<file path="config.mk">
export PLATFORM = sky130hd
export DESIGN_NAME = riscv_sim_harness_ctrl_flat
export DESIGN_NICKNAME = d
export VERILOG_FILES = /design/src/rtl/riscv_sim_harness_ctrl_pkg.sv /design/src/rtl/riscv_sim_harness_ctrl_if.sv /design/src/rtl/riscv_sim_harness_ctrl_sat_counter.sv /design/src/rtl/riscv_sim_harness_ctrl.sv /design/src/flat_wrapper.sv
export SDC_FILE = /design/constraint.sdc
export NUM_CORES = 1
export LEC_CHECK = 0
export CORE_ASPECT_RATIO = 1.5
export CORE_UTILIZATION = 50
export DETAILED_ROUTE_END_ITERATION = 10
export PLACE_DENSITY = 0.94
export SLEW_MARGIN = 0
export SYNTH_ARGS = -nofsm -noshare
export SYNTH_HDL_FRONTEND = slang
export SYNTH_SLANG_ARGS = --single-unit
</file>
<file path="constraint.sdc">
create_clock -name clk -period 3.2 [get_ports clk]
set_input_delay 0.64 -clock clk [delete_from_list [all_inputs] [get_ports clk]]
set_output_delay 0.64 -clock clk [all_outputs]
set_load 0.03 [all_outputs]
</file>
<file path="src/rtl/riscv_sim_harness_ctrl_pkg.sv">
// Shared encodings and constants for the RISC-V run controller.
package riscv_sim_harness_ctrl_pkg;

  typedef enum logic [2:0] {
    ST_HOLD    = 3'd0,
    ST_RUN     = 3'd1,
    ST_PASS    = 3'd2,
    ST_FAIL    = 3'd3,
    ST_LOOP    = 3'd4,
    ST_TIMEOUT = 3'd5
  } state_e;

  localparam logic [31:0] TOHOST_ADDR_DEF = 32'h0000_0FF0;
  localparam int unsigned PASS_VAL        = 1;

  // Any terminal state; the run has finished one way or another.
  function automatic logic is_done(input state_e s);
    return (s == ST_PASS) || (s == ST_FAIL) || (s == ST_LOOP) || (s == ST_TIMEOUT);
  endfunction

endpackage

</file>
<file path="src/rtl/riscv_sim_harness_ctrl_if.sv">
// Core-side retire and store bus observed by the run controller.
interface riscv_sim_harness_ctrl_if #(
  parameter int XLEN = 32
) ();
  logic            retire_valid;
  logic [XLEN-1:0] retire_pc;
  logic            dmem_we;
  logic [XLEN-1:0] dmem_addr;
  logic [XLEN-1:0] dmem_wdata;

  // The core drives the bus; the controller only watches it.
  modport master (output retire_valid, retire_pc, dmem_we, dmem_addr, dmem_wdata);
  modport slave  (input  retire_valid, retire_pc, dmem_we, dmem_addr, dmem_wdata);
endinterface

</file>
<file path="src/rtl/riscv_sim_harness_ctrl_sat_counter.sv">
// Saturating up-counter with synchronous reset and clear.
module riscv_sim_harness_ctrl_sat_counter #(
  parameter int W = 32
) (
  input  logic         clk,
  input  logic         rst,
  input  logic         clr_i,
  input  logic         inc_i,
  output logic [W-1:0] cnt_o
);
  logic [W-1:0] cnt_q;

  // Count up on inc, stick at all-ones instead of wrapping.
  always_ff @(posedge clk) begin
    if (rst || clr_i)               cnt_q <= '0;
    else if (inc_i && cnt_q != '1)  cnt_q <= cnt_q + 1'b1;
  end

  assign cnt_o = cnt_q;
endmodule

</file>
<file path="src/rtl/riscv_sim_harness_ctrl.sv">
// Run controller: holds the core in reset, runs it, and decides how the test ended.
module riscv_sim_harness_ctrl
  import riscv_sim_harness_ctrl_pkg::*;
#(
  parameter int              XLEN        = 32,
  parameter int              RST_CYCLES  = 2,
  parameter int              MAX_CYCLES  = 1000,
  parameter int              CNT_W       = 32,
  parameter logic [XLEN-1:0] TOHOST_ADDR = XLEN'(TOHOST_ADDR_DEF),
  parameter int              LOOP_N      = 4
) (
  input  logic                     clk,
  input  logic                     reset,
  riscv_sim_harness_ctrl_if.slave  bus,
  output logic                     core_reset,
  output logic                     running,
  output logic                     done,
  output logic                     pass,
  output logic                     fail,
  output logic                     timeout,
  output logic [XLEN-1:0]          fail_code,
  output logic [CNT_W-1:0]         cycle_count,
  output logic [CNT_W-1:0]         retire_count
);
  localparam int HW = $clog2(RST_CYCLES + 1);
  localparam int RW = $clog2(LOOP_N + 1);

  state_e          state_q, state_d;
  logic [HW-1:0]   hold_q;
  logic [XLEN-1:0] last_pc_q;
  logic [RW-1:0]   rpt_q;
  logic            pass_q, fail_q, timeout_q;
  logic [XLEN-1:0] fail_code_q;

  logic run, in_hold, tohost_hit, tohost_pass, same_pc, loop_hit, budget_hit;

  assign run         = (state_q == ST_RUN);
  assign in_hold     = (state_q == ST_HOLD);
  assign tohost_hit  = run && bus.dmem_we && (bus.dmem_addr == TOHOST_ADDR);
  assign tohost_pass = (bus.dmem_wdata == XLEN'(PASS_VAL));
  // rpt_q == 0 means nothing has retired yet, so last_pc_q is not meaningful.
  assign same_pc     = (rpt_q != '0) && (bus.retire_pc == last_pc_q);
  assign loop_hit    = run && bus.retire_valid && same_pc && (rpt_q == RW'(LOOP_N - 1));
  // This RUN cycle is the last one in the budget.
  assign budget_hit  = run && (cycle_count >= CNT_W'(MAX_CYCLES - 1));

  // State register.
  always_ff @(posedge clk) begin
    if (reset) state_q <= ST_HOLD;
    else       state_q <= state_d;
  end

  // Next-state: tohost beats self-loop beats timeout; done states are terminal.
  always_comb begin
    state_d = state_q;
    case (state_q)
      ST_HOLD: if (hold_q == HW'(RST_CYCLES - 1)) state_d = ST_RUN;
      ST_RUN: begin
        if (tohost_hit)      state_d = tohost_pass ? ST_PASS : ST_FAIL;
        else if (loop_hit)   state_d = ST_LOOP;
        else if (budget_hit) state_d = ST_TIMEOUT;
      end
      default: state_d = state_q;
    endcase
  end

  // Decoded outputs straight from the state register.
  always_comb begin
    core_reset = !run;
    running    = run;
    done       = is_done(state_q);
  end

  // Hold counter times the core reset pulse.
  always_ff @(posedge clk) begin
    if (reset)        hold_q <= '0;
    else if (in_hold) hold_q <= hold_q + 1'b1;
  end

  // Track the last retired PC and how many times in a row it retired.
  always_ff @(posedge clk) begin
    if (reset) begin
      last_pc_q <= '0;
      rpt_q     <= '0;
    end else if (run && bus.retire_valid) begin
      last_pc_q <= bus.retire_pc;
      rpt_q     <= same_pc ? rpt_q + 1'b1 : RW'(1);
    end
  end

  // Result flags latch on the RUN exit edge and then stay put.
  always_ff @(posedge clk) begin
    if (reset) begin
      pass_q      <= 1'b0;
      fail_q      <= 1'b0;
      timeout_q   <= 1'b0;
      fail_code_q <= '0;
    end else if (run) begin
      pass_q      <= (state_d == ST_PASS);
      fail_q      <= (state_d == ST_FAIL);
      timeout_q   <= (state_d == ST_TIMEOUT);
      fail_code_q <= (state_d == ST_FAIL) ? (bus.dmem_wdata >> 1) : '0;
    end
  end

  assign pass      = pass_q;
  assign fail      = fail_q;
  assign timeout   = timeout_q;
  assign fail_code = fail_code_q;

  riscv_sim_harness_ctrl_sat_counter #(.W(CNT_W)) u_cyc_cnt (
    .clk   (clk),
    .rst   (reset),
    .clr_i (in_hold),
    .inc_i (run),
    .cnt_o (cycle_count)
  );

  riscv_sim_harness_ctrl_sat_counter #(.W(CNT_W)) u_ret_cnt (
    .clk   (clk),
    .rst   (reset),
    .clr_i (in_hold),
    .inc_i (run && bus.retire_valid),
    .cnt_o (retire_count)
  );
endmodule

</file>
<file path="src/flat_wrapper.sv">
// flat-port wrapper written by rule: the top's interface ports become plain ports
module riscv_sim_harness_ctrl_flat import riscv_sim_harness_ctrl_pkg::*;
#(
  parameter int              XLEN        = 32,
  parameter int              RST_CYCLES  = 2,
  parameter int              MAX_CYCLES  = 1000,
  parameter int              CNT_W       = 32,
  parameter logic [XLEN-1:0] TOHOST_ADDR = XLEN'(TOHOST_ADDR_DEF),
  parameter int              LOOP_N      = 4
)
  (clk, reset, core_reset, running, done, pass, fail, timeout, fail_code, cycle_count, retire_count, bus_retire_valid, bus_retire_pc, bus_dmem_we, bus_dmem_addr, bus_dmem_wdata);
  riscv_sim_harness_ctrl_if #(.XLEN(XLEN)) bus_i ();
  input  logic clk;
  input  logic reset;
  output logic core_reset;
  output logic running;
  output logic done;
  output logic pass;
  output logic fail;
  output logic timeout;
  output logic [XLEN-1:0] fail_code;
  output logic [CNT_W-1:0] cycle_count;
  output logic [CNT_W-1:0] retire_count;
  input wire logic [$bits(bus_i.retire_valid)-1:0] bus_retire_valid;
  input wire logic [$bits(bus_i.retire_pc)-1:0] bus_retire_pc;
  input wire logic [$bits(bus_i.dmem_we)-1:0] bus_dmem_we;
  input wire logic [$bits(bus_i.dmem_addr)-1:0] bus_dmem_addr;
  input wire logic [$bits(bus_i.dmem_wdata)-1:0] bus_dmem_wdata;
  assign bus_i.retire_valid = bus_retire_valid;
  assign bus_i.retire_pc = bus_retire_pc;
  assign bus_i.dmem_we = bus_dmem_we;
  assign bus_i.dmem_addr = bus_dmem_addr;
  assign bus_i.dmem_wdata = bus_dmem_wdata;
  riscv_sim_harness_ctrl #(.XLEN(XLEN), .RST_CYCLES(RST_CYCLES), .MAX_CYCLES(MAX_CYCLES), .CNT_W(CNT_W), .TOHOST_ADDR(TOHOST_ADDR), .LOOP_N(LOOP_N)) u_core (.clk(clk), .reset(reset), .bus(bus_i), .core_reset(core_reset), .running(running), .done(done), .pass(pass), .fail(fail), .timeout(timeout), .fail_code(fail_code), .cycle_count(cycle_count), .retire_count(retire_count));
endmodule
</file>
==> results.md, run 1 <==
- The run finished with clean final reports.
- The number of buffers inserted by post-CTS setup repair is 0.
- In the final design database the tool counted ~1,100 nets.
- The synthesized design contains 138 register bits.
- The share of total power dissipated in sequential elements is 0.404.
- The area of the die is between 10,000 and 15,000 sq um.
- The number of filler instances in the final layout is approximately 900.
- In the final timing run, aggregate negative setup slack is 0 ns.
- Sorting the synthesized cells by area gives the leading types as dfxtp_1 43%, nand2_1 6.2%, xnor2_1 6.2%, a21oi_1 4.9%, nor2_1 4.1%.
- The global-route wire length before repair is between 30 and 40 mm.
- The end-of-flow core utilization is 0.7325.
- The hold violation total from the final report is 0.
- The power per cell area is about 500 nW/um^2.
- The clock group share of total power is 0.430.
- Synthesis produced a netlist with a net count of approximately 870.
- Of the total synthesized cell area, the portion taken by full adders, half adders and majority gates is 0.01175.
- Clock tree synthesis inserted a total of 17 buffers.
- Of the available clock period, the critical path in the final layout requires 0.9153.
- The length in cells of the worst reg-to-reg path is 5.
- The largest family of logic cells by synthesized area is simple AND/OR/NAND/NOR gates.
- The number of input and output port buffers inserted is 200.
- The via count of the first global-routing pass came to between 6,000 and 7,000.
- The starting density of the core is 0.5133.
- Summing over every cut layer, the via total after detailed routing is around 6,600.
- Measured against its own limit, the worst slew margin works out to 0.4668.
- Of the total synthesized cell area, the portion taken by XOR and XNOR cells is 0.07265.
- The kind of path behind the tightest hold check is reg -> reg.
- The net load switching power is approximately 1.3 mW.
- The average wire per standard cell is 16.61 um.
- The final routed wirelength across all metal layers is between 15 and 20 mm.
- Post-CTS repair changed the size of 0 cells.
- The count of routing violations after the opening detailed-route iteration is 451.
- The number of buffers added to fix hold violations after cts is 0.
- For this run, the leading register cell type out of synthesis is dfxtp_1.
- The maximum vdd drop is 0.4657 mV.
- The first detailed-routing pass ran for 8 iterations.
- After synthesis the cells add up to approximately 6400 sq um.
- In this run the worst path has a maximum fanout of 16.
- The tool flagged a number of max-cap violations equal to 0.
- The count of boundary I/O pins is 202.
- The fraction of the mapped netlist area in simple logic gates is 0.2657.
- The slew at the pin closest to its max-slew limit is approximately 0.8 ns.
- Counting flops with a built-in enable in the synthesized netlist gives 0.
- The arrival time at the worst endpoint is around 2.3 ns.
- The area inside the core boundary is 12,450 sq um.
- The critical path startpoint is u_core.state_q[2].
- For the finished layout, the period the worst path requires is just under 3 ns.
- For this run, the total global-route usage over all layers was measured as 0.2856.
- Summing internal, switching and leakage power gives about 4.6 mW.
- The cell taking the most area after synthesis is dfxtp_1.
- The root buffer cell chosen for the clock tree is clkbuf_16.
- The number of clock sinks seen by CTS is between 100 and 150.
- The number of placed instances with taps included is 1,087.
- The worst setup path is captured at a primary output.
- The critical path class is reg -> out.
- The slack of the worst reg-to-reg path is roughly 0.7 ns.
- The multi-input logic area is between 3000 and 4000 sq um.
- For this run, the number of standard cells in the final layout without fillers is about 1,100.
- STA classifies the critical path startpoint as a flop.
- At the worst endpoint, the required time is about 2.6 ns.
- The wire-length estimate of the detail-placed layout is about 13 mm.
- The worst hold slack across all endpoints is 0.4633 ns.
- The x dimension of the die is roughly 94 um.
- The share of synthesized area in the top cell type comes to 0.4323.
- The initial antenna violation count is 0.
- Derived from the worst setup path, the maximum achievable clock frequency is 341.4 MHz.
- After synthesis, the share of cell area in mux cells is 0.004699.
- Of the total power, the share spent switching nets is 0.2775.
- The per-cell via count in the routed design is 5.933.
- The combined flip-flop and latch cell area is between 2000 and 3000 sq um.
- The maximum clock skew at final layout is 0.01127 ns.
- The leading cell type in the layout, fill and taps excluded is clkdlybuf4s50_1.
- The weighted congestion at the end of routability-driven global placement is roughly 0.9.
- During synthesis, Yosys emitted a total of 0 warnings.
- The die height is between 100 and 150 um.
- The reg-to-reg startpoint is u_core.u_ret_cnt.cnt_o[3].
- The final-report max-slew violation count is 0.
- The remaining antenna violation count after routing is 0.
- In the routed design, unresolved DRC markers number 0.
- The synthesized netlist cell count is around 760.
- After global routing the overflow that remains totals 0.
- The end of the worst register-to-register path is u_core.u_ret_cnt.cnt_o[29].
- The placed instances occupy a cell area of around 8500 sq um.
- The buffer depth of the longest clock path is 2.
- The top cell types in the final layout, fill and taps aside, are 199 x clkdlybuf4s50_1, 138 x dfxtp_1, 106 x nand2_1, 70 x nor2_1, 62 x a21oi_1.
- The internal portion of total power is about 3.3 mW.
- The layout-stage area growth over the synthesis result is 42.71%.
- The smallest setup slack after layout is about 0.27 ns.
- The most critical setup path has its endpoint at running.
- Setup violations remaining at the end of the flow were counted as 0.
- The maximum number of pins on one net before global-route repair is 80.
- The insertion delay to the later sink of the worst-skew pair is around 0.42 ns.
- In the synthesized netlist the async set-or-reset flop fraction comes to 0.
- Of the total power, combinational logic draws 0.166.
- After synthesis, the mean cell area works out to ~8.4 sq um.
- The netlist uses between 50 and 60 different library cells.
- Once layout is done, the placed cells without fillers occupy between 9000 and 10,000 sq um.
- The compound-cell area share of the yosys netlist is 0.1764.
- After clock tree synthesis, the clock-pin slew on the worst setup and hold paths is about 0.060 ns.
- The share of the Yosys chip area taken by registers is 0.4323.
- The standby leakage power is between 3 and 4 nW.
- The maximum level of the CTS H-tree is 4.
- TritonCTS built the clock tree.
- The floorplan has 50 rows.
- 0 antenna diodes ended up in the layout.
- The share of layout cells above drive strength 1 is 0.06231.
- Setup repair after global routing left no endpoint under its margin.
- Prior to clock tree synthesis, the placed netlist has a worst setup slack of between 0.4 and 0.5 ns.
-- state kept, by name (all words and copies together) (netlist names) --
| signal | count |
|---|---|
| u_core.pass | 1 |
| u_core.state_q | 3 |
| u_core.fail | 1 |
| u_core.hold_q | 2 |
| u_core.last_pc_q | 32 |
| u_core.fail_code | 31 |
| u_core.rpt_q | 3 |
| u_core.u_ret_cnt.cnt_o | 32 |
| u_core.timeout | 1 |
| u_core.u_cyc_cnt.cnt_o | 32 |
-- cell usage after synthesis (7+ instances only) --
cell type / count
dfxtp_1: 138
nand2_1: 106
nor2_1: 70
a21oi_1: 62
xnor2_1: 45
a22oi_1: 31
nor4_1: 26
clkbuf_1: 25
nand4_1: 25
or3_1: 25
o21ai_0: 23
nand3_1: 20
and4_1: 15
nor3_1: 12
a31oi_1: 11
inv_1: 11
buf_1: 10
buf_2: 9
or4_1: 8
xor2_1: 8
a41o_1: 7
-- layer usage --
layer | routed length, um | track usage
met1 | 6972 | 0.3175
met2 | 9950 | 0.5061
met3 | 1093 | 0.06623
met4 | 575 | 0.1271
met5 | 0 | 0
-- worst max-delay path, cell delays in order (launching register included) --
cell	delay, ns
dfxtp_1	0.44
nor2_1	0.23
nand2_1	0.11
buf_4	0.21
inv_2	0.18
clkdlybuf4s50_1	0.71
-- cell families (layout without fill, tap and decap cells) --
kind of cell | count (synthesis) | count (layout)
mux | 3 | 3
other cells | 1 | 1
xor+xnor | 53 | 53
fa+ha+maj | 6 | 6
flops | 138 | 138
compound gates | 170 | 170
simple gates | 335 | 335
buf+inv | 57 | 257
-- power groups by stage --
stage / Sequential, mW / Combinational [mW] / Clock (mW)
3_5_place_dp: 1.88 / 0.755 / 0
4_1_cts: 1.85 / 0.760 / 1.98
2_1_floorplan: 1.87 / 0.449 / 0
6_report: 1.85 / 0.761 / 1.97
5_1_grt: 1.86 / 0.833 / 2.05
3_3_place_gp: 1.88 / 0.739 / 0
-- layout make-up --
class | count | area share
Clock buffer | 19 | 0.04967
Tap cell | 156 | 0.02141
Sequential cell | 138 | 0.3030
Timing Repair Buffer | 213 | 0.2297
Inverter | 12 | 0.004940
Multi-Input combinational cell | 568 | 0.3757
Clock inverter | 13 | 0.01564
-- worst min path at each step --
| stage | start | to | slack [ns] | cells after the start |
|---|---|---|---|---|
| 4_1_cts | u_core.last_pc_q[28] | u_core.last_pc_q[28] | 0.47 | 2 |
| 3_3_place_gp | u_core.rpt_q[2] | u_core.rpt_q[2] | 0.44 | 2 |
| 2_1_floorplan | u_core.rpt_q[2] | u_core.rpt_q[2] | 0.43 | 2 |
| 6_report | u_core.pass | u_core.pass | 0.46 | 2 |
| 5_1_grt | u_core.last_pc_q[25] | u_core.last_pc_q[25] | 0.49 | 2 |
| 3_5_place_dp | u_core.pass | u_core.pass | 0.46 | 2 |
Power figures use the tool's default switching activity.
==> inputs of run 2 (changes only) <==
CORE_ASPECT_RATIO = 0.7   (was 1.5)
CTS_CLUSTER_SIZE = 20   (was unset)
SLEW_MARGIN = unset   (was 0)
==> run 2 against run 1 <==
  * Clock-buffer cell count is the same
  * Sequential power is essentially flat
  * Largest power group unchanged
  * Final cell count grew 0.45%
  * Combinational power is essentially flat
  * First-iteration DRC count grew 13%
==> results.md, run 2 (synthesis gave the netlist of run 1 again) <==
- The maximum clock skew at final layout is 0.01016 ns (-0.001101 ns).
- The combined flip-flop and latch cell area is 2763 sq um (unchanged).
- The portion of total power attributed to combinational logic is 0.168 (+0.002).
- The relative max-transition margin is 0.2454 (-0.2214).
- The detailed-placement wirelength estimate was 13.64 mm (+2.6%).
- The initial antenna violation count is 2 (+2).
- The arrival time at the worst endpoint is 2.24 ns (-0.05 ns).
- The count of routing violations after the opening detailed-route iteration is 510 (+13%).
- The instance area at placement was 8508 sq um (-0.18%).
- Setup repair after global routing left no endpoint under its margin.
- The number of buffers added to fix hold violations after cts is 0 (unchanged).
- The worst setup path is of the reg -> out kind.
- The standby leakage power is 3.001 nW (-0.68%).
- The leftover overflow at the end of global routing was 0 (unchanged).
- The share of power burned in registers is 0.411 (+0.007).
- Leaving out fill and tap cells, the most frequent cell in the layout is clkdlybuf4s50_1.
- The slew at the pin closest to its max-slew limit is 1.132 ns (+0.3320 ns).
- The total clock buffers created by CTS is 17 (unchanged).
- The achievable clock frequency is 346.8 MHz (+1.6%).
- The global-route wire length before repair came to 29.17 mm (-3.2%).
- The switching share of power is 0.2867 (+0.009180).
- The total number of nets in the final design is 1,053 (-0.28%).
- The hold violation total from the final report was 0 (unchanged).
- The final critical-path required period came to 2.884 ns (-0.04516 ns).
- The number of buffers inserted by post-CTS setup repair came to 0 (unchanged).
- The reg-to-reg startpoint is u_core.u_ret_cnt.cnt_o[3].
- The layout-stage area growth over the synthesis result is 42.18%.
- The remaining antenna violation count after routing came to 0 (unchanged).
- The clock group share of total power is 0.421 (-0.009).
- The maximum number of pins on one net before global-route repair is 80 (unchanged).
- The final-report max-slew violation count is 0 (unchanged).
- The number of input and output port buffers inserted is 200 (unchanged).
- In this run the most critical hold path is launched from u_core.pass.
- The share of layout cells above drive strength 1 is 0.05938 (-0.002930).
- The first-pass detailed-route iteration total came to 5 (-3).
- The final worst-path cycle share is 0.9012 (-0.01411).
- The via count of the first global-routing pass was 5,858 (-9.1%).
- The post-route DRC violation count is 0 (unchanged).
- The multi-input logic area is 3426 sq um (unchanged).
- The highest net fanout along the worst path is 8 (-8).
- The power per cell area was 495.7 nW/um^2 (-1.2%).
- The average wire per standard cell is 17.18 um (+3.4%).
- The buffer depth of the longest clock path is 2 (unchanged).
- The total power consumption of the routed design was 4.503 mW (-1.6%).
- The x dimension of the die was 137.1 um (+45%).
- The number of rows created at floorplan came to 34 (-32%).
- The worst hold path belongs to the class reg -> reg.
- The post-cts gate resize count was 0 (unchanged).
- The final setup TNS is 0 ns (unchanged).
- The clock transition at the registers of the reported paths came to 0.06 ns (about the same).
- The max-capacitance violation count is 0 (unchanged).
- The area of all placed cells without fillers is 9085 sq um (-0.37%).
- The number of filler instances in the final layout is 896 (+1.2%).
- The maximum vdd drop is 0.4741 mV (+1.8%).
- The count of boundary I/O pins is 202 (unchanged).
- The number of clock sinks seen by CTS came to 138 (unchanged).
- The total number of vias was 6,675 (+0.54%).
- The total setup violations reported at the end of the flow is 0 (unchanged).
- The insertion delay to the later sink of the worst-skew pair came to 0.41 ns (about the same).
- The weighted congestion at the end of routability-driven global placement is 0.8651 (-1.1%).
- The end-of-flow core utilization is 0.7314 (-0.001096).
- The critical path startpoint is u_core.state_q[2].
- The die height was 96.58 um (-31%).
- The per-cell via count in the routed design came to 5.939 (about the same).
- TritonCTS built the clock tree.
- The internal portion of total power is 3.212 mW (-2.8%).
- The all-layer global routing usage is 0.2845 (-0.001065).
- The startpoint type of the worst setup path is a flop.
- The clock root buffer master is clkbuf_16.
- The net load switching power is 1.291 mW (+1.7%).
- The type of element capturing the critical path is a primary output.
- The run finished with clean final reports.
- The maximum level of the CTS H-tree was 4 (unchanged).
- The starting density of the core is 0.5144 (+0.001137).
- The final routed wirelength across all metal layers is 19.31 mm (+3.8%).
- The area inside the core boundary is 12,420 sq um (-0.22%).
- The top cell types in the final layout, fill and taps aside, are 199 x clkdlybuf4s50_1, 138 x dfxtp_1, 106 x nand2_1, 70 x nor2_1, 62 x a21oi_1.
- The area of the die is 13,240 sq um (about the same).
- The worst endpoint required time is 2.56 ns (about the same).
run 2: cell types whose count changed in the layout (fill, tap and decap cells not counted):
cell / before / now
clkinv_2: 2 / 3
diode_2: 0 / 2
bufinv_16: 2 / 1
clkinvlp_4: 5 / 4
buf_4: 13 / 10
clkinv_4: 1 / 3
inv_6: 3 / 2
run 2: stage by stage:
step                      worst slack [ns]  std cells  hold slack [ns]
after floorplan                     0.9014        763           0.4319
after global placement              0.4973       1090           0.4379
after detailed placement            0.3671       1090           0.4525
after CTS                           0.3281       1122           0.4608
after global routing                0.2310       1124           0.4815
final                               0.3163       1124           0.4534
run 2: final timing paths:
path	endpoint	slack, ns	depth (start not counted)
setup / recovery	running	0.32	4
hold / removal	u_core.pass	0.45	2
setup reg to reg	u_core.u_ret_cnt.cnt_o[6]	0.71	5
hold reg to reg	u_core.pass	0.45	2
run 2: power by group through the flow:
stage                     Sequential, mW  Combinational, mW  Clock [mW]
after floorplan                     1.87              0.449           0
after global placement              1.88              0.735           0
after detailed placement            1.88              0.745           0
after CTS                           1.85              0.754        1.91
after global routing                1.85              0.820        2.00
final                               1.85              0.758        1.90
run 2: critical path: stages, from the launching register on:
cell and delay, ns:
dfxtp_1 0.44, nor2_1 0.19, nand2_1 0.23, inv_2 0.24
clkdlybuf4s50_1 0.71
run 2: final cells by class:
type,instances,share of cell area
multi-input cells,568,0.3771
flip-flops and latches,138,0.3041
repair buffers,210,0.2281
clock buffers,19,0.04986
well taps,162,0.02231
clock inverters,13,0.01308
inverters,12,0.004958
diodes,2,0.0005509
run 2: layer usage:
layer,track usage,vias to the layer above,share of wire
li1,-,3167,-
met1,0.3700,3169,0.43
met2,0.4625,306,0.47
met3,0.07199,33,0.081
met4,0.09341,0,0.017
met5,0,-,0
==> inputs of run 3 (changes only) <==
ABC_AREA = 1   (was unset)
PLACE_DENSITY = 0.91   (was 0.94)
==> run 3 against run 2 <==
  * Non-clock buffer count is 1 lower
  * Sequential share of layout area is 3.8 points lower
  * Critical endpoint unchanged
  * Final cell count is 44% higher
  * Sequential cell count stayed put
  * Via count is 29% higher
  * Core utilization is 3.4 points lower
  * Synthesized cell count is 60% higher
  * Critical path depth stayed put
==> results.md, run 3 <==
- The startpoint identified for the worst register-to-register timing path is u_core.u_ret_cnt.cnt_o[0].
- The global-route wire length before repair was 37.32 mm (+28%).
- The first-pass detailed-route iteration total came to 5 (unchanged).
- The number of distinct standard cells referenced by the synthesized netlist came to 39 (-26%).
- The compound-cell area share of the yosys netlist came to 0.1193 (-0.05714).
- The number of flops mapped to enable cells by yosys is 0 (unchanged).
- In this run the worst setup path begins at u_core.state_q[2].
- The number of rows created at floorplan is 37 (+8.8%).
- The cell taking the most area after synthesis is dfxtp_1.
- The starting density of the core came to 0.5179 (+0.003474).
- The standby leakage power came to 3.896 nW (+30%).
- The number of placed instances with taps included is 1,587 (+46%).
- The max-capacitance violation count is 0 (unchanged).
- The area of the die was 15,950 sq um (+20%).
- The final setup TNS is 0 ns (unchanged).
- The total setup violations reported at the end of the flow is 0 (unchanged).
- The length in cells of the worst reg-to-reg path is 11 (+6).
- The arrival time at the worst endpoint is 2.12 ns (-0.12 ns).
- The total number of vias is 8,614 (+29%).
- The all-layer global routing usage is 0.2932 (+0.008663).
- The remaining antenna violation count after routing is 0 (unchanged).
- The setup path with the least slack is of type reg -> out.
- The maximum clock skew at final layout is 0.01286 ns (+0.002695 ns).
- Sorting the synthesized cells by how often they occur yields 349 x nand2_1, 161 x nor2_1, 151 x inv_1.
- The buffer depth of the longest clock path is 2 (unchanged).
- The final routed wirelength across all metal layers was 23.10 mm (+20%).
- The detailed-routed wire length on met3 is 1.894 mm (+21%).
- The highest net fanout along the worst path was 10 (+2).
- The power per cell area is 486.7 nW/um^2 (-1.8%).
- The xor/xnor share of the synthesized area is 0.04311 (-0.02953).
- The via count of the first global-routing pass is 7,850 (+34%).
- The post-placement worst setup slack is 0.5005 ns (+0.1334 ns).
- The share of cell area taken by muxes after synthesis is 0 (-0.004699).
- The weighted congestion at the end of routability-driven global placement is 0.9529 (+10%).
- The average instance area after synthesis is 6.333 sq um (-24%).
- The per-cell via count in the routed design was 5.321 (-10%).
- The total number of nets in the final design is 1,517 (+44%).
- The final-report max-slew violation count was 0 (unchanged).
- Leaving out fill and tap cells, the most frequent cell in the layout is nand2_1.
- The insertion delay to the later sink of the worst-skew pair is 0.42 ns (about the same).
- The antenna cell count came to 0 (-2).
- The worst hold slack across all endpoints is 0.4642 ns (+0.01082 ns).
- The endpoint identified for the worst register-to-register timing path is u_core.u_ret_cnt.cnt_o[6].
- The routed length on met2 is 10.51 mm (+16%).
- The relative max-transition margin is 0.3403 (+0.09486).
- STA classifies the critical path startpoint as a flop.
- The number of input and output port buffers inserted came to 200 (unchanged).
- The worst endpoint required time is 2.56 ns (about the same).
- The hold violation total from the final report came to 0 (unchanged).
- The kind of path behind the tightest hold check is reg -> reg.
- The slew at the pin closest to its max-slew limit is 0.9885 ns (-0.1434 ns).
- The largest family of logic cells by synthesized area is simple AND/OR/NAND/NOR gates.
- The proportion of synthesized flip-flops having asynchronous set or reset is 0 (unchanged).
- The synthesized netlist cell count is 1,219 (+60%).
- The post-route DRC violation count was 0 (unchanged).
- The highest layer touched by signal routing is met4.
- The number of buffers added to fix hold violations after cts is 0 (unchanged).
- The total clock buffers created by CTS is 17 (unchanged).
- The slack of the worst reg-to-reg path is 0.71 ns (about the same).
- The post-cts gate resize count was 0 (unchanged).
- The area growth from synthesis to layout is 34.72%.
- The detailed-placement wirelength estimate is 17.40 mm (+28%).
- The run finished with clean final reports.
- The clock transition at the registers of the reported paths is 0.07 ns (about the same).
- TritonCTS built the clock tree.
- The final worst-path cycle share is 0.8617 (-0.03942).
- The number of warning messages in the yosys log was 0 (unchanged).
- Leaving out fill and tap cells, the most frequent cells in the layout are 349 x nand2_1, 200 x clkdlybuf4s50_1, 161 x nor2_1, 151 x inv_1, 138 x dfxtp_1.
- The routed length on met1 is 10.40 mm (+25%).
- The initial antenna violation count is 0 (-2).
- The worst setup path is captured at a primary output.
- The area inside the core boundary is 14,910 sq um (+20%).
- The number of clock sinks seen by CTS came to 138 (unchanged).
- The end-of-flow core utilization was 0.6977 (-0.03370).
- The achievable clock frequency is 362.6 MHz (+4.6%).
- The maximum number of pins on one net before global-route repair was 37 (-54%).
- The post-layout instance count excluding filler cells is 1,619 (+44%).
- The most common cell in the synthesized netlist is nand2_1.
- The proportion of synthesized chip area in sequential cells came to 0.3579 (-0.07449).
- The share of layout cells above drive strength 1 is 0.04213 (-0.01724).
- The synthesized netlist net count is 1,325 (+52%).
- The area share of the largest cell type after synthesis is 0.3579 (-0.07449).
- The synthesized cell area was 7720 sq um (+21%).
- By area the synthesized netlist is led by dfxtp_1 36%, nand2_1 17%, a21oi_1 7.9%, nor2_1 7.8%, inv_1 7.3%.
- The count of routing violations after the opening detailed-route iteration was 671 (+32%).
- The number of buffers inserted by post-CTS setup repair is 0 (unchanged).
- The final critical-path required period came to 2.758 ns (-0.1261 ns).
- The most critical setup path has its endpoint at running.
- The smallest setup slack after layout was 0.4424 ns (+0.1261 ns).
- The die height is 106.0 um (+9.7%).
- The count of boundary I/O pins came to 202 (unchanged).
- The clock root buffer master is clkbuf_16.
- The count of cells along the worst hold path is 2 (unchanged).
- The x dimension of the die is 150.5 um (+9.8%).
- The fraction of the mapped netlist area in simple logic gates is 0.3652 (+0.09944).
- The leftover overflow at the end of global routing is 0 (unchanged).
- The number of register bits inferred by synthesis was 138 (unchanged).
- The average wire per standard cell is 14.27 um (-17%).
- Setup repair after global routing left no endpoint under its margin.
- The maximum level of the CTS H-tree is 4 (unchanged).
- The maximum vdd drop is 0.3710 mV (-22%).
- The adder-cell area share of the yosys netlist came to 0.009724 (-0.002024).
- The leading register cell type out of synthesis is dfxtp_1.
## run 3: cell families (layout without fill, tap and decap cells)
logic type,count (synthesis),after routing
simple gates,663,663
buf+inv,192,397
compound gates,181,181
flops,138,138
xor+xnor,38,38
fa+ha+maj,6,6
other cells,1,1
## run 3: critical path: stages (launching register included)
cell and delay (ns):
dfxtp_1 0.34, nor2_2 0.19, nand2_2 0.22, inv_2 0.25
clkdlybuf4s50_1 0.71
## run 3: metrics by stage
stage	area [sq um]	power [mW]
floorplan	7720	2.743
global placement	9816	3.063
detailed placement	9816	3.097
CTS	10400	5.073
global route	10400	5.311
finish	10400	5.062
## run 3: metal layers
metal	GRT usage	vias up
li1	-	4274
met5	0	-
met2	0.4648	396
met4	0.08442	0
met3	0.05837	34
met1	0.4019	3910
## run 3: final cells by class
cell class	instances	area, sq um
fillers	1261	4507
flip-flops and latches	138	2763
multi-input cells	889	4151
clock inverters	15	158.9
clock buffers	17	425.4
repair buffers	209	2069
inverters	156	588.1
well taps	195	244.0
## run 3: report_power, final
| part | total [mW] | internal, mW | leakage [nW] | switching, mW |
|---|---|---|---|---|
| clock | 1.98 | 1.11 | 0.284 | 0.870 |
| combinational | 1.16 | 0.395 | 2.50 | 0.762 |
| sequential | 1.93 | 1.84 | 1.12 | 0.0895 |
| total | 5.06 | 3.34 | 3.90 | 1.72 |
## run 3: how the worst min path moves through the flow
| stage | startpoint | end | slack [ns] |
|---|---|---|---|
| after floorplan | u_core.rpt_q[2] | u_core.rpt_q[2] | 0.45 |
| after global placement | u_core.fail_code[8] | u_core.fail_code[8] | 0.45 |
| after detailed placement | u_core.pass | u_core.pass | 0.46 |
| after CTS | u_core.pass | u_core.pass | 0.47 |
| after global routing | u_core.rpt_q[2] | u_core.rpt_q[2] | 0.48 |
| final | u_core.fail_code[10] | u_core.fail_code[10] | 0.46 |
